===== config.mk =====
export PLATFORM = sky130hd
export DESIGN_NAME = reduce_port_arbiter
export DESIGN_NICKNAME = d
export VERILOG_FILES = /design/src/rtl/reduce_port_arbiter.sv
export SDC_FILE = /design/constraint.sdc
export NUM_CORES = 1
export LEC_CHECK = 0
export CELL_PAD_IN_SITES_DETAIL_PLACEMENT = 0
export CELL_PAD_IN_SITES_GLOBAL_PLACEMENT = 2
export CORE_AREA = 2 2 210 212
export CTS_BUF_LIST = sky130_fd_sc_hd__clkbuf_4 sky130_fd_sc_hd__clkbuf_8
export DETAILED_ROUTE_END_ITERATION = 16
export DIE_AREA = 0 0 212 214
export PLACE_DENSITY = 0.91
export SLEW_MARGIN = 30
export SYNTH_ARGS = -nofsm -noshare
export SYNTH_HDL_FRONTEND = slang
export SYNTH_SLANG_ARGS = --single-unit

===== constraint.sdc =====
create_clock -name clk -period 6.6 [get_ports clk]
set_input_delay 1.32 -clock clk [delete_from_list [all_inputs] [get_ports clk]]
set_output_delay 1.32 -clock clk [all_outputs]
set_load 0.05 [all_outputs]

===== src/rtl/reduce_port_arbiter.sv =====
`default_nettype none
// ============================================================================
//  Module   : reduce_port_arbiter
//  Purpose  : Round-robin scheduler that shares the node's single reduce FIFO
//             and reduce unit between the four per-direction reduce FIFOs
//             (xpos, ypos, xneg, yneg) and the local reduce_me injection.
//             The local port wins by default but is limited to
//             MAX_LOCAL_BURST consecutive grants while any port is waiting.
//  Ports    : clk, rst (async, active-low)
//             port_empty/port_head  -> four direction FIFO heads
//             port_consume          <- one-hot pop strobe (combinational)
//             local_flit            -> local injection, valid at VALID_BIT_POS
//             local_ready           <- local flit accepted (combinational)
//             sink_afull            -> reduce FIFO almost-full
//             out_flit/out_valid/out_src <- registered write to reduce FIFO
//             grant_cnt             <- wrapping count of grants since reset
//  Revision : 1.0  initial release
// ============================================================================
module reduce_port_arbiter #(
    parameter int FLIT_CHILD_WIDTH = 85,
    parameter int VALID_BIT_POS    = 81,
    parameter int MAX_LOCAL_BURST  = 4,
    parameter int CNT_WIDTH        = 16
) (
    input  logic                          clk,
    input  logic                          rst,
    input  logic [3:0]                    port_empty,
    input  logic [4*FLIT_CHILD_WIDTH-1:0] port_head,
    output logic [3:0]                    port_consume,
    input  logic [FLIT_CHILD_WIDTH-1:0]   local_flit,
    output logic                          local_ready,
    input  logic                          sink_afull,
    output logic [FLIT_CHILD_WIDTH-1:0]   out_flit,
    output logic                          out_valid,
    output logic [2:0]                    out_src,
    output logic [CNT_WIDTH-1:0]          grant_cnt
);

    // local_run must be able to hold the value MAX_LOCAL_BURST itself.
    localparam int                 c_RUN_W     = (MAX_LOCAL_BURST < 1) ? 1 : $clog2(MAX_LOCAL_BURST + 1);
    localparam logic [c_RUN_W-1:0] c_RUN_MAX   = c_RUN_W'(MAX_LOCAL_BURST);
    localparam logic [2:0]         c_SRC_LOCAL = 3'd4;

    logic [1:0]                  r_rr_ptr;
    logic [c_RUN_W-1:0]          r_local_run;

    logic [3:0]                  w_port_req;
    logic                        w_any_port_req;
    logic                        w_local_req;
    logic                        w_open;
    logic [1:0]                  w_scan_idx;
    logic [1:0]                  w_port_sel;
    logic                        w_grant_local;
    logic                        w_grant_port;
    logic [FLIT_CHILD_WIDTH-1:0] w_sel_flit;

    assign w_port_req     = ~port_empty;
    assign w_any_port_req = |w_port_req;
    assign w_local_req    = local_flit[VALID_BIT_POS];

    // Gating with rst keeps every pop strobe low while reset is held, so no
    // flit can leave a source FIFO without a matching registered write.
    assign w_open = rst & ~sink_afull;

    // Rotating priority: scan from r_rr_ptr upward.  Iterating from the far
    // end downward lets the nearest requester overwrite earlier candidates.
    always_comb begin
        w_port_sel = r_rr_ptr;
        w_scan_idx = r_rr_ptr;
        for (int k = 3; k >= 0; k--) begin
            w_scan_idx = r_rr_ptr + 2'(k);
            if (w_port_req[w_scan_idx]) begin
                w_port_sel = w_scan_idx;
            end
        end
    end

    always_comb begin
        w_sel_flit = '0;
        for (int i = 0; i < 4; i++) begin
            if (w_port_sel == 2'(i)) begin
                w_sel_flit = port_head[i*FLIT_CHILD_WIDTH +: FLIT_CHILD_WIDTH];
            end
        end
    end

    // Local keeps the path until it has used up its burst, unless no port is
    // waiting, in which case it may stream indefinitely.
    assign w_grant_local = w_open & w_local_req &
                           ((r_local_run < c_RUN_MAX) | ~w_any_port_req);
    assign w_grant_port  = w_open & w_any_port_req & ~w_grant_local;

    assign port_consume = w_grant_port ? (4'b0001 << w_port_sel) : 4'b0000;
    assign local_ready  = w_grant_local;

    always_ff @(posedge clk or negedge rst) begin
        if (!rst) begin
            r_rr_ptr    <= 2'd0;
            r_local_run <= '0;
            out_flit    <= '0;
            out_valid   <= 1'b0;
            out_src     <= 3'd0;
            grant_cnt   <= '0;
        end else begin
            out_valid <= w_grant_local | w_grant_port;
            if (w_grant_local) begin
                out_flit  <= local_flit;
                out_src   <= c_SRC_LOCAL;
                grant_cnt <= grant_cnt + CNT_WIDTH'(1);
                if (r_local_run < c_RUN_MAX) begin
                    r_local_run <= r_local_run + c_RUN_W'(1);
                end
            end else if (w_grant_port) begin
                out_flit    <= w_sel_flit;
                out_src     <= {1'b0, w_port_sel};
                grant_cnt   <= grant_cnt + CNT_WIDTH'(1);
                r_rr_ptr    <= w_port_sel + 2'd1;
                r_local_run <= '0;
            end else if (!sink_afull && !w_local_req) begin
                // Idle cycle: the local burst is over.  Backpressured cycles
                // leave both pointer and burst count untouched.
                r_local_run <= '0;
            end
        end
    end

endmodule
`default_nettype wire


Word-level counts from Yosys, hierarchy flattened

Index checks and enable logic that the tools add are counted.

Register bits: 110
Latch bits: 0
Bits in writable memories: 0
Memory bits (read-only): 0
Bits of input ports: 432
Logic and storage cells: 69
Memories kept: 0

Add/subtract/negate cells: 6
Multiply operators: 0
Div/mod/pow operators: 0
$lt $le $gt $ge: 5
Eq/ne operators: 4
Shift operators: 1
Muxes and demuxes: 27
Bitwise operators: 11
Reduce and logical (&&, ||, !) cells: 9

Operator list:

| cell                                                                  | count |
|---|---|
| 85-bit two-way mux                                                    | 6 |
| 16-bit two-way mux                                                    | 2 |
| 3-bit two-way mux                                                     | 6 |
| 16-bit by 1-bit adder with 16-bit output (second input constant)      | 1 |
| 2-bit by 3-bit < comparator with 1-bit output (second input constant) | 4 |
| 1-bit binary-select mux with 2-bit select                             | 4 |
| 2-bit two-way mux                                                     | 4 |
| 1-bit AND                                                             | 5 |
| 2-bit by 1-bit adder with 2-bit output (second input constant)        | 2 |
| 2-bit adder (second input constant)                                   | 2 |
| 2-bit == test (second input constant)                                 | 2 |
| 1-bit two-way mux                                                     | 4 |
| 4-bit two-way mux                                                     | 1 |
| 4-bit NOT                                                             | 1 |
| 2-bit AND reduction                                                   | 2 |
| 4-bit OR reduction                                                    | 1 |
| 1-bit by 2-bit << shifter with 4-bit output (first input constant)    | 1 |
| 3-bit by 1-bit adder with 3-bit output (second input constant)        | 1 |
| 3-bit < comparator (second input constant)                            | 1 |
| 1-bit NOT                                                             | 3 |
| 3-bit nonzero test                                                    | 1 |
| 2-bit by 1-bit == test with 1-bit output (second input constant)      | 1 |
| 1-bit logical NOT                                                     | 2 |
| 2-bit logical NOT                                                     | 1 |
| 4 further kinds                                                       | 5 |

Depth between registers and ports, before layout

Word-level depth: 14
Gate-level depth with buffers: 12
Depth with buffers taken out: 9

Worst setup path after synthesis

No wires, ideal clock.

Kind: input -> output
Start: input port port_empty[2]
End: output port port_consume[3]
Data arrival time: 3.410 ns
Data required time: 5.280 ns
Setup slack: 1.870 ns
Stages: 9
Path buffers: 3
Cells stage by stage: or3b_2 -> nand4b_1 -> o21ai_0 -> inv_1 -> ha_1 -> buf_2 -> clkbuf_1 -> clkbuf_1 -> and2_1

Word-level cells in the longest chain between the ends: 9

Ends and longest elaborated chain:

| element                                     | RTL line | text |
|---|---|---|
| start: declaration                          | 27       | `input logic [3:0] port_empty,` |
| 4-bit NOT (*)                               | 57       | `assign w_port_req = ~port_empty;` |
| 1-bit binary-select mux with 2-bit select   | 72       | `if (w_port_req[w_scan_idx]) begin` |
| 1-bit two-way mux (not written as such)     | 72       |  |
| 2-bit two-way mux (4 in a row)              | 72       |  |
| 1-bit by 2-bit << shifter with 4-bit output | 93       | `assign port_consume = w_grant_port ? (4'b0001 << w_port_sel) : 4'b0000;` |
| 4-bit two-way mux (*)                       | 93       |  |
| end: declaration                            | 29       | `output logic [3:0] port_consume,` |

Every way passes the cells marked *; elsewhere a longest branch is shown, timed or not. The select of a mux whose other input is x is not followed.

Worst setup path after layout

Start: input port port_empty[1]
End: output port port_consume[3]

Same word-level chain as after synthesis.

==> impl_metrics.py <==
metrics = {
    "route": {
        "totalWireLength_um": 39100,
        "drt_iter0_drc": 435,
        "postRouteAntennaNets": 0,
        "wl_per_cell_um": 19.1,
        "viasPerCell": 4.60,
        "drt-pass1-iter-count": 5,
        "drc": 0,
        "via_count": 9417,
    },
    "power": {
        "power_density_mw_per_mm2": 313,
        "p_leak_nw": 5.23,
        "total_power_mw": 4.27,
        "p_int_mw": 2.05,
        "netSwitchingPower_mw": 2.23,
        "vdd.ir_drop.worst_mv": 0.344,
        "combinationalPowerShare": 0.655,
        "power.share.sequential": 0.232,
        "p_clk_frac": 0.113,
        "p_sw_frac": 0.521,
    },
    "clock_tree": {
        "cts_resized": 0,
        "cts_htree_levels": 3,
        "clock_sinks": 110,
        "cts_buffers": 9,
        "cts_tree": "done",
        "cts_setup_buffers": 0,
        "clockRootBuffer": "clkbuf_8",
        "cts_buffer_depth": 2,
        "cts_hold_buffers": 0,
        "clkSlewWorstSetupHoldPaths_ns": 0.14,
        "clk_latency_ns": 0.43,
    },
    "floorplan": {
        "dieArea_mm2": 0.0454,
        "fp.dieH_um": 214,
        "die_x_um": 212,
        "ios": 542,
        "rows": 76,
        "floorplan.initialDensity": 0.177,
        "fp.coreArea_mm2": 0.0429,
    },
    "worst_setup_path": {
        "path_cells": "clkdlybuf4s50_1, or3b_2, nand4b_1, o21ai_1, inv_1, ha_4, and2_1, clkdlybuf4s50_1",
        "crit_buf_inv": 3,
        "critPathKind": "input pin to output port",
        "critPathTopFamily": "buffers and inverters",
        "setup.worst_path.end_class": "output port",
        "worst_ep_arrival_time_ns": 4.21,
        "path_max_fanout": 7,
        "worstPathRequired_ns": 5.28,
        "critPathSlowestCell": "clkdlybuf4s50_1",
        "cp-start-kind": "input pin",
        "crit_top_cell": "clkdlybuf4s50_1",
        "critPathMaxStageDelay_ns": 0.85,
    },
    "final_layout": {
        "final_common_cell": "clkdlybuf4s50_1",
        "nets": 1894,
        "area_growth_pct": 79.6,
        "final_cell_mix": "clkdlybuf4s50_1 (540), a21oi_1 (239), dfrtp_1 (110)",
        "drive_gt1_frac": 0.0534,
    },
    "grt": {
        "grt-ovfl-total": 0,
        "grt_pass1_vias": 9797,
        "grt_pass1_wl_um": 57500,
        "grt_max_degree": 171,
        "antenna_found_initial": 5,
        "grt_use_total": 0.165,
    },
    "synthesis": {
        "ys_ff_latch": 110,
        "synth_edf_count": 0,
        "synthArstFlopShare": 1.00,
        "avgSynthCellArea_um2": 7.67,
        "netlist_area_mm2": 0.00761,
        "synthDistinctLibCells": 37,
        "postSynthCellCount": 992,
        "yosysWarnings": 0,
        "synth_ff_type": "dfrtp_1",
        "syn_nets": 1430,
        "yosysSeqAreaShare": 0.362,
    },
    "sta": {
        "post-route-period-util": 0.838,
        "tightest_slew_ns": 0.862,
        "setup_viol": 0,
        "fmax_mhz": 181,
        "maxSlewHeadroom": 0.425,
        "maxSlewViolCount": 0,
        "min_period_ns": 5.53,
        "rsz0062_at_grt": "false",
        "finalSetupTns_ns": 0,
        "timing_hold_violations_final": 0,
        "finClkSkew_ns": 0.0195,
    },
    "place": {
        "place_hpwl_um": 27900,
        "io_buffer_count": 541,
        "globalplace.congestion": 0.812,
    },
    "worst_hold_path": {
        "hp-class": "register to register",
    },
    "status": {
        "status": "finished, final reports clean",
    },
    "run": {
        "maxCapViolations": 0,
    },
}
==> cell families (layout without fill, tap and decap cells) <==
| kind of cell | count (synthesis) | after routing | synth area share |
|---|---|---|---|
| simple gates | 141 | 141 | 0.0799 |
| other cells | 0 | 3 | 0 |
| fa+ha+maj | 6 | 6 | 0.00986 |
| mux | 1 | 1 | 0.00148 |
| buf+inv | 189 | 658 | 0.109 |
| flops | 110 | 110 | 0.362 |
| xor+xnor | 15 | 15 | 0.0173 |
| compound gates | 530 | 530 | 0.421 |
==> cell type report <==
cell class | count | area, um2
clock buffer | 9 | 124
fill | 4564 | 29200
tap | 585 | 732
clock inverter | 7 | 93.8
inverter | 91 | 349
multi-input combinational | 693 | 4090
antenna | 3 | 7.51
timing repair buffer | 551 | 5530
sequential | 110 | 2750
==> metrics by stage <==
stage                     area, um2  hold WS, ns  std cells  utilization  setup WS, ns
final                         13700        0.508       2049        0.319          1.07
after detailed placement      13400        0.483       2030        0.314         0.865
after CTS                     13700        0.514       2046        0.319         0.868
after global routing          13700        0.530       2048        0.319         0.986
after global placement        13400        0.483       2030        0.314         0.899
after floorplan                7610        0.512        992            -          1.87
==> power by group through the flow <==
stage / sequential, mW / clock, mW / combinational [mW]
2_1_floorplan: 1.59 / 0 / 1.16
3_3_place_gp: 0.993 / 0 / 2.79
3_5_place_dp: 0.999 / 0 / 2.82
4_1_cts: 0.989 / 0.517 / 2.82
5_1_grt: 1.01 / 0.530 / 3.03
6_report: 0.991 / 0.481 / 2.80
==> synthesized netlist by cell type, drive strengths merged, types with 2 or more instances <==
| master | number | area [um2] |
|---|---|---|
| o22ai | 84 | 651 |
| clkbuf | 50 | 188 |
| a21oi | 259 | 1370 |
| nor3 | 4 | 20.0 |
| o21ai | 94 | 470 |
| and3 | 3 | 18.8 |
| nand3 | 8 | 40.0 |
| a22oi | 85 | 638 |
| and4 | 2 | 17.5 |
| a21boi | 2 | 15.0 |
| dfrtp | 110 | 2750 |
| nor2b | 2 | 12.5 |
| xor2 | 2 | 17.5 |
| a21o | 2 | 15.0 |
| nand4 | 4 | 25.0 |
| nor2 | 8 | 30.0 |
| xnor2 | 13 | 114 |
| inv | 91 | 349 |
| nand2 | 101 | 379 |
| ha | 6 | 75.1 |
| nand4b | 2 | 17.5 |
| a211oi | 2 | 25.0 |
| and2 | 4 | 25.0 |
| buf | 48 | 295 |
==> registers in the layout, summed over array words and instances (netlist names) <==
signal,flops
out_src,3
grant_cnt,16
r_rr_ptr,2
out_valid,1
out_flit,85
r_local_run,3
==> per-layer routing <==
layer / part of all wire / wire length, um / vias up / GRT usage
met4: 0.031 / 1200 / 4 / 0.0631
met2: 0.48 / 18900 / 436 / 0.291
met1: 0.39 / 15200 / 4436 / 0.180
li1: - / - / 4489 / -
met3: 0.098 / 3840 / 52 / 0.0563
met5: 0.00084 / 33 / - / 0
==> worst paths after layout <==
path                       slack, ns          start               to  depth (start not counted)
max in group asynchronous       4.79            rst     out_flit[64]                          2
hold reg to reg                 0.51  grant_cnt[15]    grant_cnt[15]                          1
setup reg to reg                3.31    r_rr_ptr[0]     out_flit[18]                         10
hold / removal                  0.51  grant_cnt[15]    grant_cnt[15]                          1
min in group asynchronous       0.76            rst      out_flit[8]                          1
setup / recovery                1.07  port_empty[1]  port_consume[3]                          8
==> worst reg2reg max path: stages (launching register included) <==
cell and delay, ns:
dfrtp_1 0.48, nor2_1 0.13, a21oi_1 0.04, o211ai_1 0.56, ha_4 0.23, buf_4 0.53, buf_4 0.54, nand2_1 0.10
o21ai_0 0.28, a22oi_1 0.14, a21oi_1 0.18
Note: power is estimated with default switching activity, not from simulation.
